### config.mk
export PLATFORM = sky130hd
export DESIGN_NAME = e203_rr_arb8_ctrl
export DESIGN_NICKNAME = d
export VERILOG_FILES = /design/src/rtl/e203_rr_arb8_ctrl.sv
export SDC_FILE = /design/constraint.sdc
export NUM_CORES = 1
export LEC_CHECK = 0
export CAP_MARGIN = 10
export CELL_PAD_IN_SITES_DETAIL_PLACEMENT = 0
export CELL_PAD_IN_SITES_GLOBAL_PLACEMENT = 2
export CORE_AREA = 2 2 116 62
export DETAILED_ROUTE_END_ITERATION = 7
export DIE_AREA = 0 0 118 64
export GPL_TIMING_DRIVEN = 0
export PLACE_DENSITY_LB_ADDON = 0.08
export SLEW_MARGIN = 40
export SYNTH_ARGS = -nofsm -noshare
export SYNTH_HDL_FRONTEND = slang
export SYNTH_SLANG_ARGS = --single-unit
### constraint.sdc
create_clock -name clk -period 4.1 [get_ports clk]
set_input_delay 0.82 -clock clk [delete_from_list [all_inputs] [get_ports clk]]
set_output_delay 0.82 -clock clk [all_outputs]
set_load 0.01 [all_outputs]
### src/rtl/e203_rr_arb8_ctrl.sv
// ---------------------------------------------------------------------------
// e203_rr_arb8_ctrl
//   8-requester round-robin burst arbiter in front of one shared downstream
//   port. The winning requester owns the port for a whole multi-beat burst.
//   A burst ends on the owner's last beat, or when the beat limit forces a
//   release. Priority then rotates to the requester after the owner.
//
// Parameters
//   MAX_BEATS : forced-release beat limit per burst (0 = unlimited)
//   CNT_W     : beat counter width, must hold MAX_BEATS
//
// Ports
//   clk       : clock, all state on the rising edge
//   rst       : synchronous active-high reset
//   req_i     : per-requester request, held by the owner for the whole burst
//   last_i    : per-requester last-beat flag (only the owner's bit is used)
//   gnt_o     : registered one-hot grant, zero when there is no owner
//   gnt_idx_o : registered binary index of the owner, zero when no owner
//   gnt_vld_o : beat valid to downstream (owner present and still requesting)
//   gnt_rdy_i : downstream beat accept
//   busy_o    : registered, high while a burst owns the port
//
// Build option
//   E203_RR_ARB8_BACK2BACK_EN : when defined, a releasing burst hands the
//   port straight to the next waiting requester on the same edge (no idle
//   bubble). When undefined, every release spends one cycle in IDLE.
// ---------------------------------------------------------------------------
module e203_rr_arb8_ctrl #(
   parameter int unsigned MAX_BEATS = 16,
   parameter int unsigned CNT_W     = 5
) (
   input  logic       clk,
   input  logic       rst,
   input  logic [7:0] req_i,
   input  logic [7:0] last_i,
   output logic [7:0] gnt_o,
   output logic [2:0] gnt_idx_o,
   output logic       gnt_vld_o,
   input  logic       gnt_rdy_i,
   output logic       busy_o
);

   typedef enum logic [0:0] {
      ST_IDLE = 1'b0,
      ST_OWN  = 1'b1
   } state_t;

   localparam logic [CNT_W-1:0] CNT_MAX  = {CNT_W{1'b1}};
   localparam logic [CNT_W-1:0] LIMIT_M1 = (MAX_BEATS == 0) ? {CNT_W{1'b0}}
                                                            : CNT_W'(MAX_BEATS - 1);
   localparam logic             LIMIT_EN = (MAX_BEATS != 0);

   // Round-robin search: scanning offsets from high to low means the lowest
   // offset from ptr (the highest-priority requester) is the final assignment.
   // Result is {found, index}.
   function automatic logic [3:0] rr_pick(input logic [7:0] req, input logic [2:0] ptr);
      logic [3:0] res;
      logic [2:0] idx;
      res = 4'b0000;
      for (int i = 7; i >= 0; i--) begin
         idx = ptr + 3'(i);
         if (req[idx]) begin
            res = {1'b1, idx};
         end else begin
            res = res;
         end
      end
      return res;
   endfunction

   function automatic logic [7:0] onehot8(input logic [2:0] idx);
      return 8'd1 << idx;
   endfunction

   state_t           state_r;
   logic [2:0]       ptr_r;
   logic [CNT_W-1:0] beat_cnt_r;
   logic [7:0]       gnt_r;
   logic [2:0]       gnt_idx_r;
   logic             busy_r;

   logic             vld_s;
   logic             hs_s;
   logic             limit_s;
   logic             release_s;
   logic [2:0]       next_ptr_s;
   logic [3:0]       idle_pick_s;
`ifdef E203_RR_ARB8_BACK2BACK_EN
   logic [3:0]       b2b_pick_s;
`endif

   // Beat handshake, release decision and arbitration candidates.
   always_comb begin
      vld_s       = (state_r == ST_OWN) & req_i[gnt_idx_r];
      hs_s        = vld_s & gnt_rdy_i;
      limit_s     = LIMIT_EN & (beat_cnt_r == LIMIT_M1);
      release_s   = hs_s & (last_i[gnt_idx_r] | limit_s);
      next_ptr_s  = gnt_idx_r + 3'd1;
      idle_pick_s = rr_pick(req_i, ptr_r);
`ifdef E203_RR_ARB8_BACK2BACK_EN
      // The releasing owner is masked out so it cannot immediately re-win.
      b2b_pick_s  = rr_pick(req_i & ~onehot8(gnt_idx_r), next_ptr_s);
`endif
   end

   assign gnt_vld_o = vld_s;
   assign gnt_o     = gnt_r;
   assign gnt_idx_o = gnt_idx_r;
   assign busy_o    = busy_r;

   // Ownership state machine with registered grant outputs.
   always_ff @(posedge clk) begin
      if (rst) begin
         state_r    <= ST_IDLE;
         ptr_r      <= 3'd0;
         beat_cnt_r <= {CNT_W{1'b0}};
         gnt_r      <= 8'd0;
         gnt_idx_r  <= 3'd0;
         busy_r     <= 1'b0;
      end else begin
         case (state_r)
            ST_IDLE: begin
               if (idle_pick_s[3]) begin
                  state_r    <= ST_OWN;
                  gnt_r      <= onehot8(idle_pick_s[2:0]);
                  gnt_idx_r  <= idle_pick_s[2:0];
                  busy_r     <= 1'b1;
                  beat_cnt_r <= {CNT_W{1'b0}};
               end
            end
            ST_OWN: begin
               if (release_s) begin
                  ptr_r      <= next_ptr_s;
                  beat_cnt_r <= {CNT_W{1'b0}};
`ifdef E203_RR_ARB8_BACK2BACK_EN
                  if (b2b_pick_s[3]) begin
                     state_r   <= ST_OWN;
                     gnt_r     <= onehot8(b2b_pick_s[2:0]);
                     gnt_idx_r <= b2b_pick_s[2:0];
                     busy_r    <= 1'b1;
                  end else begin
                     state_r   <= ST_IDLE;
                     gnt_r     <= 8'd0;
                     gnt_idx_r <= 3'd0;
                     busy_r    <= 1'b0;
                  end
`else
                  state_r   <= ST_IDLE;
                  gnt_r     <= 8'd0;
                  gnt_idx_r <= 3'd0;
                  busy_r    <= 1'b0;
`endif
               end else if (hs_s) begin
                  // Saturate instead of wrapping (only reachable when unlimited).
                  if (beat_cnt_r != CNT_MAX) begin
                     beat_cnt_r <= beat_cnt_r + {{(CNT_W-1){1'b0}}, 1'b1};
                  end
               end
            end
            default: begin
               state_r    <= ST_IDLE;
               gnt_r      <= 8'd0;
               gnt_idx_r  <= 3'd0;
               busy_r     <= 1'b0;
               beat_cnt_r <= {CNT_W{1'b0}};
            end
         endcase
      end
   end

endmodule

==> results_dict.tcl, run 1 <==
set metrics [dict create \
    synthTopCellsByArea "dfxtp_1 19%, mux4_2 18%, mux2i_1 6.8%" \
    cp_cell_sequence "buf_2 > buf_2 > inv_1 > ha_1 > buf_4 > buf_6 > mux4_2 > nor4_1 > a21o_2 > and3_1 > buf_4 > nand2_1 > mux2i_1" \
    nets 288 \
    leakage_uw 0.000956 \
    powerDensity_nw_per_um2 271 \
    clkTransAtPathRegs_ps 60 \
    grt_pass1_wl_microns 10800 \
    relSlewSlack_pct 58.7 \
    overflow 0 \
    status "finished, final reports clean" \
    grtUsageTotal_pct 18.1 \
    fin_crit_ps 3710 \
    cts_buffer_depth 2 \
    cp-start-kind "flop" \
    antenna_found_initial 0 \
    drive_above_1_share_pct 19.1 \
    setup_viol 0 \
    async_reset_ff_share_pct 0 \
    hold_viol 0 \
    cp_slowest_cell "nor4_1" \
    root_buffer "clkbuf_16" \
    core_sq_um 6490 \
    syn_nets 253 \
    critPathMaxFanout 10 \
    synth_edf_count 0 \
    criticalPathCategory "reg2reg" \
    required_ps 4280 \
    drv_slew 0 \
    max-cap-violations 0 \
    first_pass_iters 5 \
    syn_area_per_cell_sq_um 9.63 \
    ys_ff_latch 21 \
    grt_pass1_vias 2015 \
    htree_num_levels 1 \
    start_util_pct 33.8 \
    via_per_inst 5.68 \
    clock-skew-final_ps 4.92 \
    synth_top_area_share_pct 19.1 \
    tns_ps 0 \
    cts_sinks 21 \
    timing.final.crit_share_pct 90.5 \
    die_h_microns 64 \
    cts_buffers 3 \
    hold_path.class "reg2reg" \
    drt-total-wl_microns 6390 \
    synth-main-ff-cell "dfxtp_1" \
    fin_hold_ws_ps 449 \
    post_cts_buffers 0 \
    drc_errors 0 \
    multiInputGateArea_sq_um 1620 \
    dieArea_sq_um 7550 \
    grt_max_degree 12 \
    rsz0062_at_grt "no" \
    hpwl_microns 5030 \
    setup.worst_path.end_class "flop" \
    post_drt_wl_per_cell_microns 18.1 \
    synth.distinct_cells 59 \
    regArea_sq_um 420 \
    portBuffers 30 \
    fillers 683 \
    io_pins 32 \
    syn2layout_area_growth_pct 22.5 \
    rows 21 \
    fin_util_pct 41.4 \
    post-route-worst-setup-slack_ps 389 \
    syn_area_sq_um 2200 \
    max_freq_ghz 0.269 \
    gp_congestion 0.831 \
    worstMarginPinSlew_ps 620 \
    cts_tree "built" \
    syn_inst 228 \
    die_w_microns 118 \
    yosysTopAreaCell "dfxtp_1" \
    ant_nets 0 \
    final_common_cell "clkdlybuf4s50_1" \
    yosysSeqAreaShare_pct 19.1 \
    dp_slack_ps 392 \
    cts_resized 0 \
    diodes 0 \
    vias 2009 \
    arrival_ps 3890 \
    yosysWarnings 0 \
    clk_latency_ps 250 \
    layout_common_cells "30 x clkdlybuf4s50_1, 23 x nand2_1, 21 x dfxtp_1" \
    ctsHoldBuffers 0 \
    drt_first_iter_violations 215 \
    max_stage_delay_ps 520 \
    ir_worst_vdd_v 0.000120 \
]
## synthesized netlist by cell type (all sizes together) (4+ instances only)
master	instances
nand2	23
and3	4
mux4	22
clkbuf	11
inv	11
nor2	15
dfxtp	21
o31ai	8
buf	10
mux2i	15
mux2	6
nand2b	4
nand3	6
xor2	4
a21oi	12
ha	6
o21ai	6
## layer usage
layer / share of wire (%) / track usage (%) / wire length [microns] / vias to the layer above
met5: 0 / 0 / 0 / -
met4: 0.39 / 2.71 / 25 / 0
met3: 8.8 / 4.55 / 561 / 4
met2: 36 / 23.5 / 2290 / 88
met1: 55 / 29.5 / 3520 / 969
li1: - / - / - / 948
## layout make-up
type / instances / area share, %
multi-input cells: 175 / 60.2
clock buffers: 4 / 2.93
flip-flops and latches: 21 / 15.6
well taps: 92 / 4.28
repair buffers: 30 / 11.2
inverters: 11 / 1.53
plain buffers: 21 / 4.28
## final timing paths
path / cells past startpoint / start / endpoint / slack, ps
worst min register to register: 2 / gnt_o[3] / gnt_o[3] / 450
worst max register to register: 13 / ptr_r[1] / beat_cnt_r[3] / 390
worst max-delay path: 13 / ptr_r[1] / beat_cnt_r[3] / 390
worst min-delay path: 2 / gnt_o[3] / gnt_o[3] / 450
## sequential cells by signal (all words and copies together) (netlist names)
signal	flops
state_r	1
gnt_o	8
beat_cnt_r	5
ptr_r	3
busy_o	1
gnt_idx_o	3
## critical path: cells and delay by family, from the launching register on
family | cells | cell delay, ps
mux | 2 | 470
flops | 1 | 320
compound gates | 1 | 310
simple gates | 3 | 840
buf+inv | 6 | 1290
fa+ha+maj | 1 | 400
## power by group
| part | total [uW] | switching [uW] | internal [uW] |
|---|---|---|---|
| logic | 294 | 156 | 138 |
| clock network | 207 | 74.4 | 132 |
| registers | 227 | 10.2 | 216 |
## logic make-up (layout without fill, tap and decap cells)
logic type	count (synthesis)	in the layout	share of synthesized area, %
AOI/OAI and AO/OA	54	54	19.7
xor gates and xnor gates	6	6	2.39
adders and majority gates	6	6	3.42
buffers and inverters	32	66	7.12
DFF	21	21	19.1
muxes	43	43	33.2
and+or+nand+nor	66	66	15.0
## stage by stage
| step | instance area, sq um | power, uW | instances |
|---|---|---|---|
| 6_report | 2690 | 728 | 354 |
| 3_3_place_gp | 2610 | 526 | 350 |
| 2_1_floorplan | 2200 | 431 | 228 |
| 5_1_grt | 2690 | 776 | 354 |
| 4_1_cts | 2690 | 732 | 354 |
| 3_5_place_dp | 2610 | 521 | 350 |
Note: power is estimated with default switching activity, not from simulation.
==> inputs of run 2 (changes only) <==
Settings changed: ABC_AREA set to 1.
==> results_dict.tcl, run 2 <==
set metrics [dict create \
    yosysMostFrequentCell "nand2_1" \
    yosysWarnings 0 \
    dieArea_sq_um 7550 \
    criticalPathCategory "in2out" \
    overflow 0 \
    async_reset_ff_share_pct 0 \
    drt-total-wl_microns 5200 \
    yosys-mux-area-fraction_pct 0 \
    setup.worst_path.end_class "output port" \
    yosysSeqAreaShare_pct 24.5 \
    grtUsageTotal_pct 14.9 \
    final_area_sq_um 2210 \
    root_buffer "clkbuf_16" \
    cts_sinks 21 \
    yosysTopAreaCell "dfxtp_1" \
    die_w_microns 118 \
    arrival_ps 2510 \
    max_freq_ghz 0.300 \
    drc_errors 0 \
    core_sq_um 6490 \
    synthTopCellsByArea "dfxtp_1 25%, nand2_1 19%, nand3_1 15%" \
    gp_congestion 0.817 \
    layout_common_cells "87 x nand2_1, 51 x nand3_1, 30 x clkdlybuf4s50_1" \
    setup_viol 0 \
    critPathMaxFanout 3 \
    vias 1820 \
    relSlewSlack_pct 65.8 \
    syn_nets 313 \
    hold_path.class "reg2reg" \
    cp-start-kind "input port" \
    synth_compound_area_share_pct 12.6 \
    syn_area_sq_um 1720 \
    clock-skew-final_ps 4.32 \
    met2_length_microns 1620 \
    rows 21 \
    drive_above_1_share_pct 11.2 \
    p_sw_uw 390 \
    seq_power_share_pct 27.4 \
    synth_common_cells "87 x nand2_1, 51 x nand3_1, 27 x inv_1, 25 x a21oi_1, 21 x dfxtp_1" \
    worstMarginPinSlew_ps 513 \
    synthAdderAreaFrac_pct 4.38 \
    max-cap-violations 0 \
    combPwrFrac_pct 50.0 \
    synthSimpleGateAreaFrac_pct 46.7 \
    ir_worst_vdd_v 0.000188 \
    antenna_found_initial 0 \
    synth-main-ff-cell "dfxtp_1" \
    synth_edf_count 0 \
    status "finished, final reports clean" \
    largest_register_ffs 8 \
    synth.distinct_cells 28 \
    hpwl_microns 4440 \
    clockPowerShare_pct 22.7 \
    post_drt_wl_per_cell_microns 12.6 \
    clkTransAtPathRegs_ps 60 \
    via_per_inst 4.40 \
    io_pins 32 \
    portBuffers 30 \
    start_util_pct 26.4 \
    syn_inst 288 \
    hold_viol 0 \
    tns_ps 0 \
    htree_num_levels 1 \
    leakage_uw 0.00100 \
    ys_ff_latch 21 \
    internal_power_uw 529 \
    swShare_pct 42.4 \
    syn_area_per_cell_sq_um 5.96 \
    nets 348 \
    fin_crit_ps 3330 \
    cts_buffer_depth 2 \
    grt_pass1_vias 1783 \
    cts_buffers 3 \
    synth_top_area_share_pct 24.5 \
    top_layer_used "met4" \
    required_ps 3280 \
    wl_met1_microns 3100 \
    drt_first_iter_violations 106 \
    fin_hold_ws_ps 462 \
    diodes 0 \
    cts_tree "built" \
    cts_resized 0 \
    ctsHoldBuffers 0 \
    timing.final.crit_share_pct 81.3 \
    post_cts_buffers 0 \
    fin_util_pct 34.1 \
    rsz0062_at_grt "no" \
    drv_slew 0 \
    first_pass_iters 4 \
    synth_xor_area_share_pct 1.02 \
    grt_pass1_wl_microns 8980 \
    grt_max_degree 13 \
    die_h_microns 64 \
    met3_wirelength_microns 481 \
    powerDensity_nw_per_um2 416 \
    clk_latency_ps 250 \
    ant_nets 0 \
    synth_top_family_by_area "simple AND/OR/NAND/NOR gates" \
    place_area_sq_um 2130 \
    final_common_cell "nand2_1" \
    syn2layout_area_growth_pct 28.9 \
]
run 2: power groups by stage:
stage / clock network (uW) / registers, uW / logic, uW
4_1_cts: 213 / 252 / 463
3_3_place_gp: 0 / 257 / 472
2_1_floorplan: 0 / 258 / 313
6_report: 209 / 252 / 459
5_1_grt: 225 / 257 / 530
3_5_place_dp: 0 / 257 / 461
run 2: cell families after synthesis:
logic type | after synthesis
XOR/XNOR | 2
buffers and inverters | 43
adder cells (fa/ha/maj) | 6
flip-flops | 21
AO/OA/AOI/OAI | 42
AND/OR/NAND/NOR | 174
run 2: worst paths after layout:
kind                to  depth (start not counted)      from  slack, ps
max          gnt_vld_o                          6  req_i[6]        770
min           gnt_o[7]                          2  gnt_o[7]        460
max reg2reg   gnt_o[7]                         16  ptr_r[1]       1350
min reg2reg   gnt_o[7]                          2  gnt_o[7]        460
run 2: worst max-delay path, cell delays in order:
cell and delay [ps]:
clkdlybuf4s50_1 530, o21ai_0 90, o22ai_1 190, o21ai_1 80, nor2_1 190, clkdlybuf4s50_1 610
run 2: layout make-up:
cell class / instances / area [sq um]
Multi-Input combinational cell: 224 / 1110
Timing Repair Buffer: 30 / 300
Inverter: 36 / 138
Sequential cell: 21 / 420
Buffer: 7 / 47.5
Clock inverter: 1 / 5.00
Clock buffer: 3 / 75.1
Fill cell: 743 / 4280
Tap cell: 92 / 115
run 2: through the flow:
stage	total power (uW)	worst slack, ps	cells
final	920	769	414
after global routing	1010	576	414
after CTS	928	742	414
after detailed placement	717	751	410
after global placement	728	753	410
after floorplan	571	1890	288
run 2: layer usage:
layer | up-vias | track usage [%]
li1 | 1002 | -
met1 | 759 | 24.5
met2 | 57 | 18.3
met3 | 2 | 4.73
met4 | 0 | 1.36
met5 | - | 0
